<file path="src/rtl/fs_accel_pkg.sv">
// Shared definitions for the fs_accel weight-buffer sequencer: FSM encoding,
// buffer bank-select codes and kernel geometry.
package fs_accel_pkg;

    typedef enum logic [1:0] {
        IDLE  = 2'd0,
        REQ   = 2'd1,
        WAIT  = 2'd2,
        READY = 2'd3
    } wbuf_state_e;

    localparam logic [1:0] BANK_NONE = 2'd0;
    localparam logic [1:0] BANK_W0   = 2'd1;
    localparam logic [1:0] BANK_W1   = 2'd2;
    localparam logic [1:0] BANK_W2   = 2'd3;

    localparam int KERN_WORDS = 3;
    localparam int KERN_COLS  = 3;

    function automatic logic [1:0] bank_of(input logic [1:0] word_idx);
        case (word_idx)
            2'd0:    bank_of = BANK_W0;
            2'd1:    bank_of = BANK_W1;
            default: bank_of = BANK_W2;
        endcase
    endfunction

endpackage

</file>
<file path="src/rtl/fs_accel_wbuf_ctrl.sv">
// 3x3 kernel weight-buffer sequencer: three word fetches at any byte alignment,
// then one buffer shift per consumed column. Optional stall counter: FS_WBUF_CTRL_PERF_EN.
module fs_accel_wbuf_ctrl
    import fs_accel_pkg::*;
#(
    parameter int          ADDR_W    = 32,
    parameter logic [7:0]  INIT_BYTE = 8'h00
) (
    input  logic              clk,
    input  logic              resetn,
    input  logic              start,
    input  logic [ADDR_W-1:0] kern_addr,
    output logic              busy,
    output logic              done,
    output logic              mem_req_valid,
    output logic [ADDR_W-1:0] mem_req_addr,
    input  logic              mem_req_ready,
    input  logic              mem_rsp_valid,
    input  logic [31:0]       mem_rsp_data,
    output logic              col_valid,
    output logic [1:0]        col_idx,
    input  logic              step,
    output logic [31:0]       wbuf_di,
    output logic [7:0]        wbuf_init,
    output logic [1:0]        wbuf_wstrb,
    output logic              wbuf_ld_wrn,
    output logic [1:0]        wbuf_bank_sel,
`ifdef FS_WBUF_CTRL_PERF_EN
    output logic [15:0]       stall_cnt,
`endif
    output logic              wbuf_enb
);

    localparam logic [1:0] LAST_WORD = 2'(KERN_WORDS - 1);
    localparam logic [1:0] LAST_COL  = 2'(KERN_COLS - 1);

    wbuf_state_e       state, state_nxt;
    logic [1:0]        k, k_nxt;
    logic [1:0]        c, c_nxt;
    logic [ADDR_W-1:0] base, base_nxt;
    logic [1:0]        off, off_nxt;

    // NOTE: sequential state uses non-blocking assignments so every register
    // samples the pre-edge values; blocking here would create ordering races.
    always_ff @(posedge clk) begin
        if (!resetn) begin
            state <= IDLE;
            k     <= 2'd0;
            c     <= 2'd0;
            base  <= '0;
            off   <= 2'd0;
        end else begin
            state <= state_nxt;
            k     <= k_nxt;
            c     <= c_nxt;
            base  <= base_nxt;
            off   <= off_nxt;
        end
    end

    // NOTE: every combinational output gets a default first, so no path
    // through the case leaves a signal unassigned and infers a latch.
    always_comb begin
        state_nxt = state;
        k_nxt     = k;
        c_nxt     = c;
        base_nxt  = base;
        off_nxt   = off;
        case (state)
            IDLE: begin
                if (start) begin
                    base_nxt  = {kern_addr[ADDR_W-1:2], 2'b00};
                    off_nxt   = kern_addr[1:0];
                    k_nxt     = 2'd0;
                    state_nxt = REQ;
                end
            end
            REQ: begin
                if (mem_req_ready)
                    state_nxt = WAIT;
            end
            WAIT: begin
                if (mem_rsp_valid) begin
                    if (k != LAST_WORD) begin
                        k_nxt     = k + 2'd1;
                        state_nxt = REQ;
                    end else begin
                        c_nxt     = 2'd0;
                        state_nxt = READY;
                    end
                end
            end
            READY: begin
                if (step) begin
                    if (c != LAST_COL) begin
                        c_nxt = c + 2'd1;
                    end else begin
                        c_nxt     = 2'd0;
                        state_nxt = IDLE;
                    end
                end
            end
            default: state_nxt = IDLE;
        endcase
    end

    always_comb begin
        busy          = (state != IDLE);
        mem_req_valid = (state == REQ);
        mem_req_addr  = base + ADDR_W'({k, 2'b00});
        col_valid     = (state == READY);
        col_idx       = c;
        done          = 1'b0;
        wbuf_di       = mem_rsp_data;
        wbuf_init     = INIT_BYTE;
        wbuf_wstrb    = off;
        wbuf_enb      = 1'b0;
        wbuf_ld_wrn   = 1'b0;
        wbuf_bank_sel = BANK_NONE;
        if (state == WAIT && mem_rsp_valid) begin
            wbuf_enb      = 1'b1;
            wbuf_ld_wrn   = 1'b1;
            wbuf_bank_sel = bank_of(k);
        end else if (state == READY && step) begin
            wbuf_enb = 1'b1;
            done     = (c == LAST_COL);
        end
    end

`ifdef FS_WBUF_CTRL_PERF_EN
    // Counts memory-side stall cycles of the current load; saturates.
    always_ff @(posedge clk) begin
        if (!resetn) begin
            stall_cnt <= 16'd0;
        end else if (state == IDLE && start) begin
            stall_cnt <= 16'd0;
        end else if (((state == REQ && !mem_req_ready) || (state == WAIT && !mem_rsp_valid))
                     && stall_cnt != 16'hFFFF) begin
            stall_cnt <= stall_cnt + 16'd1;
        end
    end
`endif

endmodule

</file>
<file path="config.mk">
export PLATFORM = sky130hd
export DESIGN_NAME = fs_accel_wbuf_ctrl
export DESIGN_NICKNAME = d
export VERILOG_FILES = /design/src/rtl/fs_accel_pkg.sv /design/src/rtl/fs_accel_wbuf_ctrl.sv
export SDC_FILE = /design/constraint.sdc
export NUM_CORES = 1
export LEC_CHECK = 0
export BUFFER_PORTS_ARGS = -buffer_cell sky130_fd_sc_hd__buf_2
export CAP_MARGIN = 10
export CORE_MARGIN = 2
export CORE_UTILIZATION = 44
export CTS_CLUSTER_SIZE = 24
export DETAILED_ROUTE_END_ITERATION = 12
export PLACE_DENSITY = 0.89
export SLEW_MARGIN = 20
export SYNTH_ARGS = -nofsm -noshare
export SYNTH_HDL_FRONTEND = slang
export SYNTH_SLANG_ARGS = --single-unit
</file>
<file path="constraint.sdc">
create_clock -name clk -period 2.4 [get_ports clk]
set_input_delay 0.36 -clock clk [delete_from_list [all_inputs] [get_ports clk]]
set_output_delay 0.36 -clock clk [all_outputs]
set_load 0.01 [all_outputs]
</file>
# Word-level counts from Yosys, hierarchy flattened
# Index checks and enable logic that the tools add are counted.
[op_classes]
mux = 23
n_div = 0
shift = 0
n_lt_le_gt_ge = 0
mul = 0
reduce_logical = 11
bitwise_logic = 0
n_eq_ne = 14
n_addsub = 3
[op_table]
columns = ["operator", "n"]
rows = [
  ["32-bit by 4-bit adder with 32-bit output", 1],
  ["2-bit 2-to-1 mux", 14],
  ["2-bit != test (second input constant)", 7],
  ["2-bit case mux with 2 select lines", 3],
  ["2-bit case mux with 4 select lines", 1],
  ["4-bit AND reduction", 2],
  ["2-bit == test (second input constant)", 3],
  ["2-bit nonzero test", 3],
  ["1-bit 2-to-1 mux", 5],
  ["5-bit AND reduction", 1],
  ["2-bit by 1-bit adder with 2-bit output (second input constant)", 2],
  ["2-bit by 1-bit == test with 1-bit output (second input constant)", 2],
  ["2-bit logical NOT", 2],
  ["2-bit by 1-bit != test with 1-bit output (second input constant)", 2],
  ["1-bit logical AND", 2],
  ["2-bit AND reduction", 1],
]
[totals]
wordCells = 56
ff_bits = 38
romBits = 0
mem_bits_rw = 0
latch_bits = 0
in_bits = 70
out_inout_bits = 84
mem_count = 0

# Logic depth before layout (Yosys ltp)
[logic_depth]
ltp_word = 4
mapped_depth = 6
depth_no_buf = 6

# Worst setup path after synthesis
# No wires, ideal clock.
[synth_path]
path_type = "reg2out"
startpoint = "register k[0]"
endpoint = "output port mem_req_addr[16]"
path_slack_ps = 208
n_path_buf = 0
t_required_ps = 2040
path_stages_with_launch = 7
arrival_time_ps = 1832
path_cell_list = "dfxtp_1 -> ha_1 -> fa_1 -> and4_1 -> and3_1 -> and3_1 -> xor2_1"
[synth_between]
elab_chain_len = 1
[synth_rtl]
columns = ["element", "line_no", "rtl"]
rows = [
  ["start, declared", "fs_accel_wbuf_ctrl.sv:38", "logic [1:0] k, k_nxt;"],
  ["start signal, assigned", "fs_accel_wbuf_ctrl.sv:54", "k <= k_nxt;"],
  ["32-bit by 4-bit adder with 32-bit output", "fs_accel_wbuf_ctrl.sv:110", "mem_req_addr = base + ADDR_W'({k, 2'b00});"],
  ["end, declared", "fs_accel_wbuf_ctrl.sv:16", "output logic [ADDR_W-1:0] mem_req_addr,"],
]
# Every way passes these cells.

# Final worst setup path
[layout_path]
startpoint = "register k[0]"
endpoint = "output port mem_req_addr[26]"
# The elaborated chain is that of the path after synthesis.

==> impl_metrics.py <==
metrics = {
    "status": {
        "outcome": "completed",
    },
    "drt": {
        "wire_per_inst_um": 13.43,
        "vias_per_cell": 5.029,
        "drt-initial-drc-count": 81,
        "firstDrtPassIters": 4,
        "antenna_left": 0,
        "drc": 0,
        "vias": 2218,
        "routed_wirelength_mm": 5.923,
    },
    "global_route": {
        "antenna_found_initial": 0,
        "grt_max_degree": 39,
        "track_usage": 0.1812,
        "grt_pass1_wl_mm": 9.252,
        "grt-ovfl-total": 0,
        "first_global_vias": 2063,
    },
    "yosys": {
        "synth.distinct_cells": 38,
        "ys_warn_count": 0,
        "yosysSeqAreaShare": 0.2979,
        "synth_cells": 321,
        "synth_top_cell_by_area": "dfxtp_1",
        "yosysMostFrequentCell": "nand2_1",
        "ys_seq_elements": 38,
        "synth_area_leaders": "dfxtp_1 30%, buf_4 13%, nand2_1 12%, a21boi_0 9.7%, xnor2_1 6.5%",
        "syn_area_per_cell_um2": 7.955,
        "synthArstFlopShare": 0,
        "netlist_top_cells_count": "79 x nand2_1, 43 x buf_4, 38 x dfxtp_1",
        "synth_top_area_frac": 0.2979,
        "synth-main-ff-cell": "dfxtp_1",
        "synth_edf_count": 0,
        "synth_area_um2": 2554,
    },
    "pwr": {
        "vdd_drop_max_v": 0.0003746,
        "p_leak_nw": 1.362,
        "p_total_mw": 1.510,
        "pwr_density_cell_nw_per_um2": 513.5,
    },
    "clocking": {
        "clockBufferDepth": 2,
        "cts_buffers": 5,
        "clk_pin_slew_worst_paths_ps": 80,
        "cts.sinks": 38,
        "ctsRootBufferMaster": "clkbuf_8",
        "hold_buffers": 0,
        "cts_tree": "built",
        "htreeDepth": 2,
        "insertion_delay_ps": 290,
    },
    "floorplan": {
        "floorplan.die_area_um2": 6430,
        "die_h_um": 80.19,
        "rows": 27,
        "start_util": 0.4609,
        "io_pins": 154,
        "fp.coreArea_um2": 5540,
        "fp.dieW_um": 80.19,
    },
    "layout": {
        "final_cells": 441,
        "drive_gt1_frac": 0.3035,
        "area_growth_pct": 15.14,
        "num_antenna_cells": 0,
        "finalNetCount": 444,
        "finish.utilization": 0.5307,
        "design_area_um2": 2940,
    },
    "sta": {
        "grt_setup_unrepaired": "yes",
        "fin_setup_tns_ps": 0,
        "period_needed_ps": 2347,
        "finClkSkew_ps": 9.639,
        "slew_violations": 0,
        "fin_crit_sh": 0.9781,
        "setup_violations": 0,
        "worst_pin_slew_ps": 553.7,
        "hold_viol": 0,
        "max_freq_mhz": 426.0,
        "relSlewSlack": 0.6308,
    },
    "critical_path": {
        "cp-start-kind": "flip-flop",
        "crit_required_ps": 2040,
        "r2r_slack_ps": 810,
        "rr_worst_depth": 5,
        "worstSetupEndpointType": "output port",
        "path_class": "reg -> out",
        "path_max_fanout": 5,
        "regToRegStartpoint": "state[0]$_SDFFE_PN0P_",
        "reg2reg_to": "base[9]$_SDFFE_PN0P_",
        "arrival_ps": 1990,
    },
    "placed_design": {
        "placed_area_um2": 2740,
        "dpl.hpwl_mm": 4.398,
        "gp_congestion": 0.9010,
        "dpl.cell_count": 429,
        "portBuffers": 79,
    },
    "min_path": {
        "hold_start": "kern_addr[18]",
        "whs_path_depth": 3,
        "whs_endpoint": "base[18]$_SDFFE_PN0P_",
        "hold_class": "in -> reg",
    },
    "flow_run": {
        "max_cap_violations": 0,
    },
}
[where the power goes]
group	leakage (nW)	internal, mW	total (mW)	switching, mW
clock	0.0579	0.306	0.522	0.216
sequential	0.313	0.671	0.725	0.0543
combinational	0.992	0.121	0.263	0.142
[cells by family after synthesis]
group,synth area share
simple gates,0.2925
buf+inv,0.1558
compound gates,0.1161
flops,0.2979
xor+xnor,0.09603
fa+ha+maj,0.03234
mux,0.007840
other cells,0.001468
[how the worst max path moves through the flow]
stage	start	end	cells after the start
2_1_floorplan	k[0]$_SDFFE_PN0P_	mem_req_addr[16]	6
3_3_place_gp	k[0]$_SDFFE_PN0P_	mem_req_addr[16]	7
3_5_place_dp	k[0]$_SDFFE_PN0P_	mem_req_addr[16]	7
4_1_cts	k[0]$_SDFFE_PN0P_	mem_req_addr[14]	8
5_1_grt	k[0]$_SDFFE_PN0P_	mem_req_addr[26]	8
6_report	k[0]$_SDFFE_PN0P_	mem_req_addr[26]	8
[flip-flops by register name (all words and copies together) (netlist names)]
register    count
state           2
base           30
col_idx         2
k               2
wbuf_wstrb      2
[critical path, cell delays in order (launching register included)]
cell	delay, ps
dfxtp_4	360
ha_4	160
fa_2	350
and4_4	200
buf_6	130
nand3_4	120
nor4_4	50
xor2_1	170
buf_2	150
[final cells by class]
class,instances,area (µm²)
multi-input combinational,231,1485
clock buffer,5,68.82
fill,533,2600
tap,72,90.09
clock inverter,3,40.04
timing repair buffer,86,467.9
sequential,38,765.7
inverter,6,22.52
[metal layers]
layer,track usage,share of wire
met2,0.3192,0.48
met1,0.2127,0.45
met5,0,0
met3,0.04494,0.054
met4,0.06271,0.016
[cell usage in the layout (no fill, tap or decap), types with 3 or more instances in the layout]
| cell | count |
|---|---|
| and2_1 | 5 |
| a21oi_1 | 3 |
| inv_1 | 6 |
| nand4_1 | 6 |
| nor2_1 | 7 |
| nand3_1 | 12 |
| buf_2 | 79 |
| xnor2_1 | 19 |
| nand2_1 | 79 |
| buf_4 | 4 |
| and3_1 | 3 |
| dfxtp_1 | 36 |
| conb_1 | 10 |
| nor2b_1 | 8 |
| ha_1 | 4 |
| a21boi_0 | 33 |
| xor2_1 | 9 |
| clkbuf_8 | 5 |
[metrics by stage]
step	hold WS, ps	worst slack, ps
4_1_cts	309.0	1.915
2_1_floorplan	447.2	208.0
3_3_place_gp	450.9	159.0
6_report	318.6	52.51
3_5_place_dp	458.1	121.3
5_1_grt	310.3	-35.75
[repair_timing]
action,in CTS,in global routing
pin swaps,5,4
gates resized for setup,9,8
gates cloned,0,1
buffers inserted,2,1
setup endpoints to repair,13,13
(Power assumes the default switching activity.)
